<file path="src/rtl/lmc_core.sv">
// lmc_core: Little Man Computer core with PC, unified RAM, accumulator and ALU.
// Ports: timer555/reset_n clock+async reset; start/prog_* program control;
//   in_* and out_* ready/valid I/O; acc, pc, halted status.
//   Optional LMC_STEP_EN macro adds a 'step' input that gates instruction fetch.
module lmc_core #(
  parameter int DATA_WIDTH = 8,
  parameter int ADDR_WIDTH = 4
) (
  input  logic                  timer555,
  input  logic                  reset_n,
  input  logic                  start,
`ifdef LMC_STEP_EN
  input  logic                  step,
`endif
  input  logic                  prog_we,
  input  logic [ADDR_WIDTH-1:0] prog_addr,
  input  logic [DATA_WIDTH-1:0] prog_data,
  input  logic [DATA_WIDTH-1:0] in_data,
  input  logic                  in_valid,
  output logic                  in_ready,
  output logic [DATA_WIDTH-1:0] out_data,
  output logic                  out_valid,
  input  logic                  out_ready,
  output logic [DATA_WIDTH-1:0] acc,
  output logic [ADDR_WIDTH-1:0] pc,
  output logic                  halted
);

  localparam int DEPTH = 2**ADDR_WIDTH;

  localparam logic [3:0] OP_HLT = 4'd0;
  localparam logic [3:0] OP_ADD = 4'd1;
  localparam logic [3:0] OP_SUB = 4'd2;
  localparam logic [3:0] OP_STA = 4'd3;
  localparam logic [3:0] OP_LDA = 4'd5;
  localparam logic [3:0] OP_BRA = 4'd6;
  localparam logic [3:0] OP_BRZ = 4'd7;
  localparam logic [3:0] OP_BRP = 4'd8;
  localparam logic [3:0] OP_INP = 4'd9;
  localparam logic [3:0] OP_OUT = 4'd10;

  typedef enum logic [2:0] {
    S_IDLE,
    S_FETCH,
    S_EXEC,
    S_WAIT_IN,
    S_WAIT_OUT,
    S_HALT
  } state_t;

  state_t                state_q, state_d;
  logic [ADDR_WIDTH-1:0] pc_q, pc_d;
  logic [DATA_WIDTH-1:0] acc_q, acc_d;
  logic [DATA_WIDTH-1:0] ir_q, ir_d;
  logic [DATA_WIDTH-1:0] out_q, out_d;
  logic                  neg_q, neg_d;

  logic [DATA_WIDTH-1:0] mem [DEPTH];
  logic                  mem_we;
  logic [ADDR_WIDTH-1:0] mem_waddr;
  logic [DATA_WIDTH-1:0] mem_wdata;

  logic [3:0]            op;
  logic [ADDR_WIDTH-1:0] opa;
  logic [DATA_WIDTH-1:0] m_ir;
  logic [DATA_WIDTH-1:0] m_rd;
  logic [DATA_WIDTH:0]   diff;
  logic                  go;

  assign op   = ir_q[DATA_WIDTH-1 -: 4];
  assign opa  = ir_q[ADDR_WIDTH-1:0];
  assign m_ir = mem[pc_q];
  assign m_rd = mem[opa];
  // Extra top bit of the difference is the borrow.
  assign diff = {1'b0, acc_q} - {1'b0, m_rd};

`ifdef LMC_STEP_EN
  assign go = step;
`else
  assign go = 1'b1;
`endif

  always_comb begin
    state_d   = state_q;
    pc_d      = pc_q;
    acc_d     = acc_q;
    ir_d      = ir_q;
    out_d     = out_q;
    neg_d     = neg_q;
    mem_we    = 1'b0;
    mem_waddr = prog_addr;
    mem_wdata = prog_data;
    unique case (state_q)
      S_IDLE, S_HALT: begin
        mem_we = prog_we;
        if (start) begin
          state_d = S_FETCH;
          pc_d    = '0;
          acc_d   = '0;
          neg_d   = 1'b0;
        end
      end
      S_FETCH: begin
        if (go) begin
          ir_d    = m_ir;
          pc_d    = pc_q + ADDR_WIDTH'(1);
          state_d = S_EXEC;
        end
      end
      S_EXEC: begin
        state_d = S_FETCH;
        case (op)
          OP_HLT: state_d = S_HALT;
          OP_ADD: begin
            acc_d = acc_q + m_rd;
            neg_d = 1'b0;
          end
          OP_SUB: begin
            acc_d = diff[DATA_WIDTH-1:0];
            neg_d = diff[DATA_WIDTH];
          end
          OP_STA: begin
            mem_we    = 1'b1;
            mem_waddr = opa;
            mem_wdata = acc_q;
          end
          OP_LDA: begin
            acc_d = m_rd;
            neg_d = 1'b0;
          end
          OP_BRA: pc_d = opa;
          OP_BRZ: if (acc_q == '0) pc_d = opa;
          OP_BRP: if (!neg_q) pc_d = opa;
          OP_INP: state_d = S_WAIT_IN;
          OP_OUT: begin
            out_d   = acc_q;
            state_d = S_WAIT_OUT;
          end
          default: ;
        endcase
      end
      S_WAIT_IN: begin
        if (in_valid) begin
          acc_d   = in_data;
          neg_d   = 1'b0;
          state_d = S_FETCH;
        end
      end
      S_WAIT_OUT: begin
        if (out_ready) state_d = S_FETCH;
      end
      default: state_d = S_IDLE;
    endcase
  end

  always_ff @(posedge timer555 or negedge reset_n) begin
    if (!reset_n) begin
      state_q <= S_IDLE;
      pc_q    <= '0;
      acc_q   <= '0;
      ir_q    <= '0;
      out_q   <= '0;
      neg_q   <= 1'b0;
    end else begin
      state_q <= state_d;
      pc_q    <= pc_d;
      acc_q   <= acc_d;
      ir_q    <= ir_d;
      out_q   <= out_d;
      neg_q   <= neg_d;
    end
  end

  // RAM contents survive reset.
  always_ff @(posedge timer555) begin
    if (mem_we) mem[mem_waddr] <= mem_wdata;
  end

  assign in_ready  = (state_q == S_WAIT_IN);
  assign out_valid = (state_q == S_WAIT_OUT);
  assign halted    = (state_q == S_HALT);
  assign out_data  = out_q;
  assign acc       = acc_q;
  assign pc        = pc_q;

endmodule
</file>
<file path="config.mk">
export PLATFORM = sky130hd
export DESIGN_NAME = lmc_core
export DESIGN_NICKNAME = d
export VERILOG_FILES = /design/src/rtl/lmc_core.sv
export SDC_FILE = /design/constraint.sdc
export NUM_CORES = 1
export LEC_CHECK = 0
export CORE_MARGIN = 4
export CORE_UTILIZATION = 55
export CTS_CLUSTER_DIAMETER = 120
export DETAILED_ROUTE_END_ITERATION = 7
export HOLD_SLACK_MARGIN = 0.15
export PLACE_DENSITY = 0.77
export SYNTH_ARGS = -nofsm -noshare
export SYNTH_HDL_FRONTEND = slang
export SYNTH_SLANG_ARGS = --single-unit
</file>
<file path="constraint.sdc">
create_clock -name timer555 -period 3.1 [get_ports timer555]
set_clock_uncertainty 0.2 [all_clocks]
set_input_delay 0.31 -clock timer555 [delete_from_list [all_inputs] [get_ports timer555]]
set_output_delay 0.31 -clock timer555 [all_outputs]
set_load 0.01 [all_outputs]
</file>
### Yosys cells after proc, flatten, opt, wreduce, memory -nomap -nowiden

Memories as Yosys holds them, arrays and structs flattened. A register that Yosys moved wholly into a read port is not among the register bits.
Index checks and enable logic that the tools add are counted.

* register bits: 24
* bits in latches: 0
* memory bits (writable): 128
* ROM bits: 0
* input port bits: 26
* output and inout port bits: 23
* logic and storage cells: 70
* memories: 1

Memories
* mem: words 16, width 8, read ports 2, clocked after memory_dff 1, write ports 1, line 58 `logic [DATA_WIDTH-1:0] mem [DEPTH];`

* $add $sub $neg: 3
* $mul: 0
* div/mod/pow operators: 0
* magnitude comparators: 0
* equality and inequality tests: 22
* shift-type cells: 0
* multiplexer cells: 26
* bitwise gates (word level): 0
* reductions and logical operators: 13

Operator list (count)
* 8-bit one-hot mux with 3 select lines: 2
* 8-bit 2-to-1 mux: 4
* 4-bit one-hot mux with 3 select lines: 2
* 4-bit 2-to-1 mux: 5
* 3-bit one-hot mux with 5 select lines: 1
* 4-bit by 3-bit equality test with 1-bit output (second input constant): 3
* 4-bit equality test (second input constant): 3
* 3-bit 2-to-1 mux: 3
* 3-bit one-hot mux with 3 select lines: 1
* 8-bit by 8-bit subtractor with 9-bit output: 1
* 8-bit adder: 1
* 4-bit by 2-bit equality test with 1-bit output (second input constant): 2
* 8-bit logical NOT: 1
* 4-bit AND reduction: 2
* 3-bit by 2-bit equality test with 1-bit output (second input constant): 2
* 3-bit equality test (second input constant): 2
* 3-bit inequality test (second input constant): 2
* 3-bit nonzero test: 2
* 1-bit 2-to-1 mux: 5
* 5-bit AND reduction: 1
* 4-bit by 1-bit adder with 4-bit output (second input constant): 1
* 4-bit by 1-bit equality test with 1-bit output (second input constant): 1
* 4-bit logical NOT: 1
* 2-bit inequality test (second input constant): 2
* other kinds (12): 14

### Longest topological paths before layout

* depth in word-level cells: 5
* gate-level depth with buffers: 15
* mapped depth without buffers: 12

### Least setup slack after synthesis

OpenSTA, ideal clock, no wires.

* path kind: reg2reg
* start point: reg ir_q[0] (read register of mem)
* end point: reg acc_q[6] (netlist: acc[6])
* library setup time: 0.069 ns
* arrival: 2.958 ns
* required time: 2.831 ns
* path slack: -0.127 ns
* cell stages (with the launch flop): 15
* buffers on the path: 3
* period minus slack after synthesis: 3.227 ns
* cells stage by stage: dfrtp_1 -> buf_6 -> buf_12 -> buf_6 -> mux4_2 -> nand3_1 -> nand3_1 -> ha_1 -> fa_1 -> nor2b_1 -> o31ai_1 -> or3_1 -> a21oi_1 -> o221ai_1 -> nand3_1

* word-level cells in the longest chain between the ends: 4
* elaborated cells between the ends (all ways): 5
* classes of those cells: add/sub (2); mux (2); memory (1)

RTL lines
* start, declared: line 54 `logic [DATA_WIDTH-1:0] ir_q, ir_d;`
* memory read 16 x 8 bit (*)
* 8-bit by 8-bit subtractor with 9-bit output / 8-bit adder (equally long branches): line 75, 115
* 8-bit one-hot mux with 3 select lines (*): line 112 `case (op)`
* 8-bit one-hot mux with 3 select lines (*): line 93 `unique case (state_q)`
* end signal, assigned: line 160 `acc_q <= '0;`
* end signal, assigned: line 167 `acc_q <= acc_d;`
* end, declared: line 53 `logic [DATA_WIDTH-1:0] acc_q, acc_d;`

Every way passes the cells marked *; elsewhere a longest branch is shown, timed or not.
A chain may end at the register's enable or synchronous reset.

### Worst setup path after layout

* start point: reg ir_q[0] (read register of mem)
* end point: reg acc_q[4] (netlist: acc[4])

Same word-level chain as after synthesis.

==> run summary <==
The flow ran to the end, but the final reports show violations. The final reports fail on setup timing. Dividing the detail-routed wire length by the instance count gives 25.2 µm. Counting flops and latches in the post-synthesis netlist gives 160. The number of nets in the synthesized netlist is 706. The core area was 0.0154 mm²; the maximum resistive drop on vdd was 0.574 mV.

The clock reaches the later pin of the worst-skew pair after 0.43 ns. The top cell type's share of synthesized area was 0.441; the average size of a mapped cell was 13.2 µm². The layout overhead on the synthesized area came out at 23.8%. For the critical path data required time, the log shows 3.21 ns. The floorplan has 45 rows.

The total number of H-tree levels was 4. The layout cell share with drive strength beyond 1 is 0.301. Max-slew violation count: 0.

The boundary pin count is 49. Sorting the synthesized cells by area gives the leading types as sky130_fd_sc_hd__edfxtp_1, sky130_fd_sc_hd__mux4_2, sky130_fd_sc_hd__dfrtp_1, sky130_fd_sc_hd__mux2i_1, sky130_fd_sc_hd__nand2_1. The transition at the pin with the smallest max-transition slack came out at 1.29 ns. Setup repair after global routing could not meet its margin everywhere. The total overflow left after global routing is 0.

For the share of power burned in registers, the log shows 0.243. Subtracting the final worst setup slack from the clock period gives 3.41 ns. The tree built by TritonCTS fans out to 160 sinks. The share of total power consumed by net switching was 0.400; the switching power summed over all nets was 4.78 mW. The ratio of final minimum period to clock period is 1.10, and the netlist area before placement is 0.00871 mm². The proportion of synthesized chip area in sequential cells was 0.533.

The largest total area in the synthesized netlist belongs to sky130_fd_sc_hd__edfxtp_1. Worst-case headroom to the max-slew limit: 0.139. STA classifies the critical path endpoint as a flip-flop. The tree is rooted in a sky130_fd_sc_hd__clkbuf_16.

The share of synthesized registers carrying an async set or reset is 0.200, and the post-DP HPWL is 16.4 mm. The tool flagged a number of max-cap violations equal to 0. The number of endpoints failing setup at the final stage is 6.

The worst setup path is launched from a flip-flop. Category of the critical setup timing path: flip-flop to flip-flop. The height of the chip came out at 134 µm. Among all flip-flop cells after synthesis, the most frequent one is sky130_fd_sc_hd__edfxtp_1. The class of the worst hold path was primary input to flip-flop.

The post-route worst setup slack is -0.308 ns, and the number of antenna violations at the first check in global routing is 0. Of all nets on the critical path, the largest fanout is 6. Counting every instance in the synthesized netlist gives 661. The tools report the final count of hold timing violations as 0. The tools report the number of distinct library cells after synthesis as 69.

Clock-pin slew was measured on the worst setup and hold paths at 0.07 ns. STA puts the critical path data arrival time at 3.52 ns. No sink is reached through more buffers than the 2 on the longest clock path.

The starting utilization of the core area is 0.567, and the number of input and output port buffers inserted is 48. Entering global routing, the biggest net connects 46 pins. Counting the fill cells in the layout gives 979. The repair_antennas step left the layout with diodes totalling 0. Dividing the detail-routed via count by the number of cells gives 6.69.

Via count of the first global-routing pass: 6479. The overall via count from detail_route was 6617; the total power after layout was 11.9 mW. The tools report the number of DRC markers after the initial detailed-route iteration as 811. Summed over all cells, the static leakage comes to 3.84 nW. The logs give 7 for the detailed-routing iteration count for the pre-antenna-repair pass and 810 for the number of nets at the end of the flow. The worst hold margin came out at 0.266 ns. The highest clock rate came out at 293 MHz.

Counting flops with a built-in enable in the synthesized netlist gives 128. TritonCTS built the clock tree. The run gives 0.590 as the power share of the combinational group. The fraction of the core area covered by cells at the end of the flow was 0.702; the x dimension of the die was 134 µm. The internal portion of the total power is 7.16 mW. After the flow finishes, the layout carries non-filler instances totaling 989.

The total instance count after detailed placement was 942; the DRC violation count after routing was 0. For this design the ratio of total power to cell area is 1110 mW/mm². The first global-routing pass estimated 37.9 mm of wire. The die covers 0.0179 mm². The total track usage is 0.282. During synthesis, Yosys emitted a total of 0 warnings.

The final weighted congestion in routability-driven placement is 0.972. The routed design has 25.0 mm of wire. The total CTS buffers is 17, and the proportion of power drawn by the clock network is 0.167.

In this run the remaining antenna-violating nets after routing total 0.
## critical path, cell delays in order (launching register included)
cell,delay [ns]
sky130_fd_sc_hd__dfrtp_2,0.46
sky130_fd_sc_hd__buf_12,0.16
sky130_fd_sc_hd__mux4_2,0.54
sky130_fd_sc_hd__a22oi_2,0.30
sky130_fd_sc_hd__nand3_4,0.14
sky130_fd_sc_hd__buf_4,0.17
sky130_fd_sc_hd__ha_4,0.16
sky130_fd_sc_hd__inv_2,0.06
sky130_fd_sc_hd__fa_2,0.20
sky130_fd_sc_hd__o21bai_1,0.08
sky130_fd_sc_hd__a21oi_2,0.21
sky130_fd_sc_hd__xor2_1,0.11
sky130_fd_sc_hd__nand4_1,0.11
sky130_fd_sc_hd__o41ai_2,0.08
sky130_fd_sc_hd__o32a_1,0.29
## layout make-up
class                      instances  area (µm²)  share of cell area
sequential                       160        4650               0.431
multi-input combinational        433        4020               0.373
timing repair buffer             132        1210               0.112
clock buffer                      17         425              0.0395
tap                              211         264              0.0245
clock inverter                    15         134              0.0124
inverter                          21        78.8             0.00731
## timing repair
item	4_1_cts	5_1_grt
buffers inserted	6	9
hold buffers	1	0
cloned	2	0
setup endpoints to repair	7	8
pin swaps	22	29
resized for setup	32	37
endpoints found under the hold margin	32	0
## cells by family (layout without fill, tap and decap cells)
kind of cell / count (synthesis) / in the layout / share of synthesized area
AND/OR/NAND/NOR: 191 / 191 / 0.105
flip-flops: 160 / 160 / 0.533
buffers and inverters: 68 / 185 / 0.0389
multiplexers: 98 / 98 / 0.196
XOR/XNOR: 7 / 7 / 0.00704
adder cells (fa/ha/maj): 19 / 19 / 0.0290
AO/OA/AOI/OAI: 118 / 118 / 0.0908
## Yosys cell counts, types with 3 or more instances
master and count:
sky130_fd_sc_hd__o31ai_1 12, sky130_fd_sc_hd__ha_1 17, sky130_fd_sc_hd__a32oi_1 4, sky130_fd_sc_hd__mux4_2 53, sky130_fd_sc_hd__nand2_1 71, sky130_fd_sc_hd__mux2_1 5
sky130_fd_sc_hd__nor2b_1 15, sky130_fd_sc_hd__nor3_1 9, sky130_fd_sc_hd__nor2_1 45, sky130_fd_sc_hd__o22ai_1 14, sky130_fd_sc_hd__nand3_1 15, sky130_fd_sc_hd__mux2_2 5
sky130_fd_sc_hd__buf_4 5, sky130_fd_sc_hd__mux2i_1 31, sky130_fd_sc_hd__and3_1 8, sky130_fd_sc_hd__buf_2 15, sky130_fd_sc_hd__o21ai_0 11, sky130_fd_sc_hd__nor3b_1 6
sky130_fd_sc_hd__mux4_1 3, sky130_fd_sc_hd__a21oi_1 18, sky130_fd_sc_hd__clkbuf_1 22, sky130_fd_sc_hd__edfxtp_1 128, sky130_fd_sc_hd__inv_1 18, sky130_fd_sc_hd__o221ai_1 4
sky130_fd_sc_hd__o21ai_1 20, sky130_fd_sc_hd__a31oi_1 7, sky130_fd_sc_hd__nand4_1 3, sky130_fd_sc_hd__dfrtp_1 32, sky130_fd_sc_hd__nand2b_1 7, sky130_fd_sc_hd__buf_6 4
sky130_fd_sc_hd__a22oi_1 3, sky130_fd_sc_hd__inv_2 3, sky130_fd_sc_hd__xnor2_1 5
## routing by layer
layer  wire length, µm  vias to the layer above  track usage  part of all wire
met5                 0                        -            0                 0
met3              2620                      104       0.0623              0.11
met1              8930                     3262        0.367              0.36
met4              1370                        0        0.126             0.055
met2             12000                      491        0.457              0.48
li1                  -                     2760            -                 -
## flip-flops by register name, indices dropped and copies added, names as in the netlist
name	count
acc	8
ir_q	8
mem	128
neg_q	1
out_data	8
pc	4
state_q	3
## power by group through the flow
stage	combinational (mW)	sequential, mW	clock, mW
finish	7.05	2.90	1.99
global route	7.48	2.93	2.11
CTS	6.36	2.89	1.99
detailed placement	5.75	2.92	0
global placement	5.58	2.90	0
floorplan	3.90	2.79	0
## metrics by stage
step	TNS, ns	cell area [µm²]	setup slack, ns
6_report	-1.44	10800	-0.308
5_1_grt	-2.09	10800	-0.384
4_1_cts	-1.05	10600	-0.213
3_5_place_dp	-0.837	9780	-0.242
3_3_place_gp	-0.539	9780	-0.164
2_1_floorplan	0	8740	0.0184
## final timing paths
kind,start,endpoint,slack [ns],cells after the start
worst max-delay path,ir_q[0],acc[4],-0.31,14
worst min-delay path,in_data[1],acc[1],0.27,3
worst max register to register,ir_q[0],acc[4],-0.31,14
worst min register to register,out_data[5],out_data[5],0.29,2
max in group asynchronous,reset_n,ir_q[3],1.70,3
min in group asynchronous,reset_n,neg_q,0.65,3
## cells in the final DEF, fill, tap and decap left out, types with 4 or more instances in the layout
| cell type | n |
|---|---|
| sky130_fd_sc_hd__ha_2 | 5 |
| sky130_fd_sc_hd__dfrtp_1 | 29 |
| sky130_fd_sc_hd__ha_1 | 5 |
| sky130_fd_sc_hd__nand2_1 | 71 |
| sky130_fd_sc_hd__xnor2_1 | 5 |
| sky130_fd_sc_hd__o22ai_1 | 12 |
| sky130_fd_sc_hd__o21ai_1 | 20 |
| sky130_fd_sc_hd__mux2i_1 | 27 |
| sky130_fd_sc_hd__inv_2 | 5 |
| sky130_fd_sc_hd__o31ai_1 | 10 |
| sky130_fd_sc_hd__nor2b_1 | 14 |
| sky130_fd_sc_hd__edfxtp_1 | 128 |
| sky130_fd_sc_hd__clkdlybuf4s50_1 | 48 |
| sky130_fd_sc_hd__nor3b_1 | 5 |
| sky130_fd_sc_hd__nand3_1 | 14 |
| sky130_fd_sc_hd__a21oi_1 | 16 |
| sky130_fd_sc_hd__clkbuf_16 | 17 |
| sky130_fd_sc_hd__ha_4 | 7 |
| sky130_fd_sc_hd__mux2i_2 | 4 |
| sky130_fd_sc_hd__inv_1 | 16 |
| sky130_fd_sc_hd__mux2_1 | 5 |
| sky130_fd_sc_hd__o21ai_0 | 10 |
| sky130_fd_sc_hd__mux4_2 | 55 |
| sky130_fd_sc_hd__buf_4 | 72 |
| sky130_fd_sc_hd__buf_6 | 5 |
| sky130_fd_sc_hd__and3_1 | 7 |
| sky130_fd_sc_hd__buf_12 | 4 |
| sky130_fd_sc_hd__a31oi_1 | 7 |
| sky130_fd_sc_hd__nor3_1 | 7 |
| sky130_fd_sc_hd__nand2b_1 | 5 |
| sky130_fd_sc_hd__nor2_1 | 41 |
| sky130_fd_sc_hd__clkinvlp_4 | 4 |
| sky130_fd_sc_hd__a32oi_1 | 4 |
| sky130_fd_sc_hd__o221ai_1 | 4 |
No activity file was read; power rests on OpenSTA's default activity.
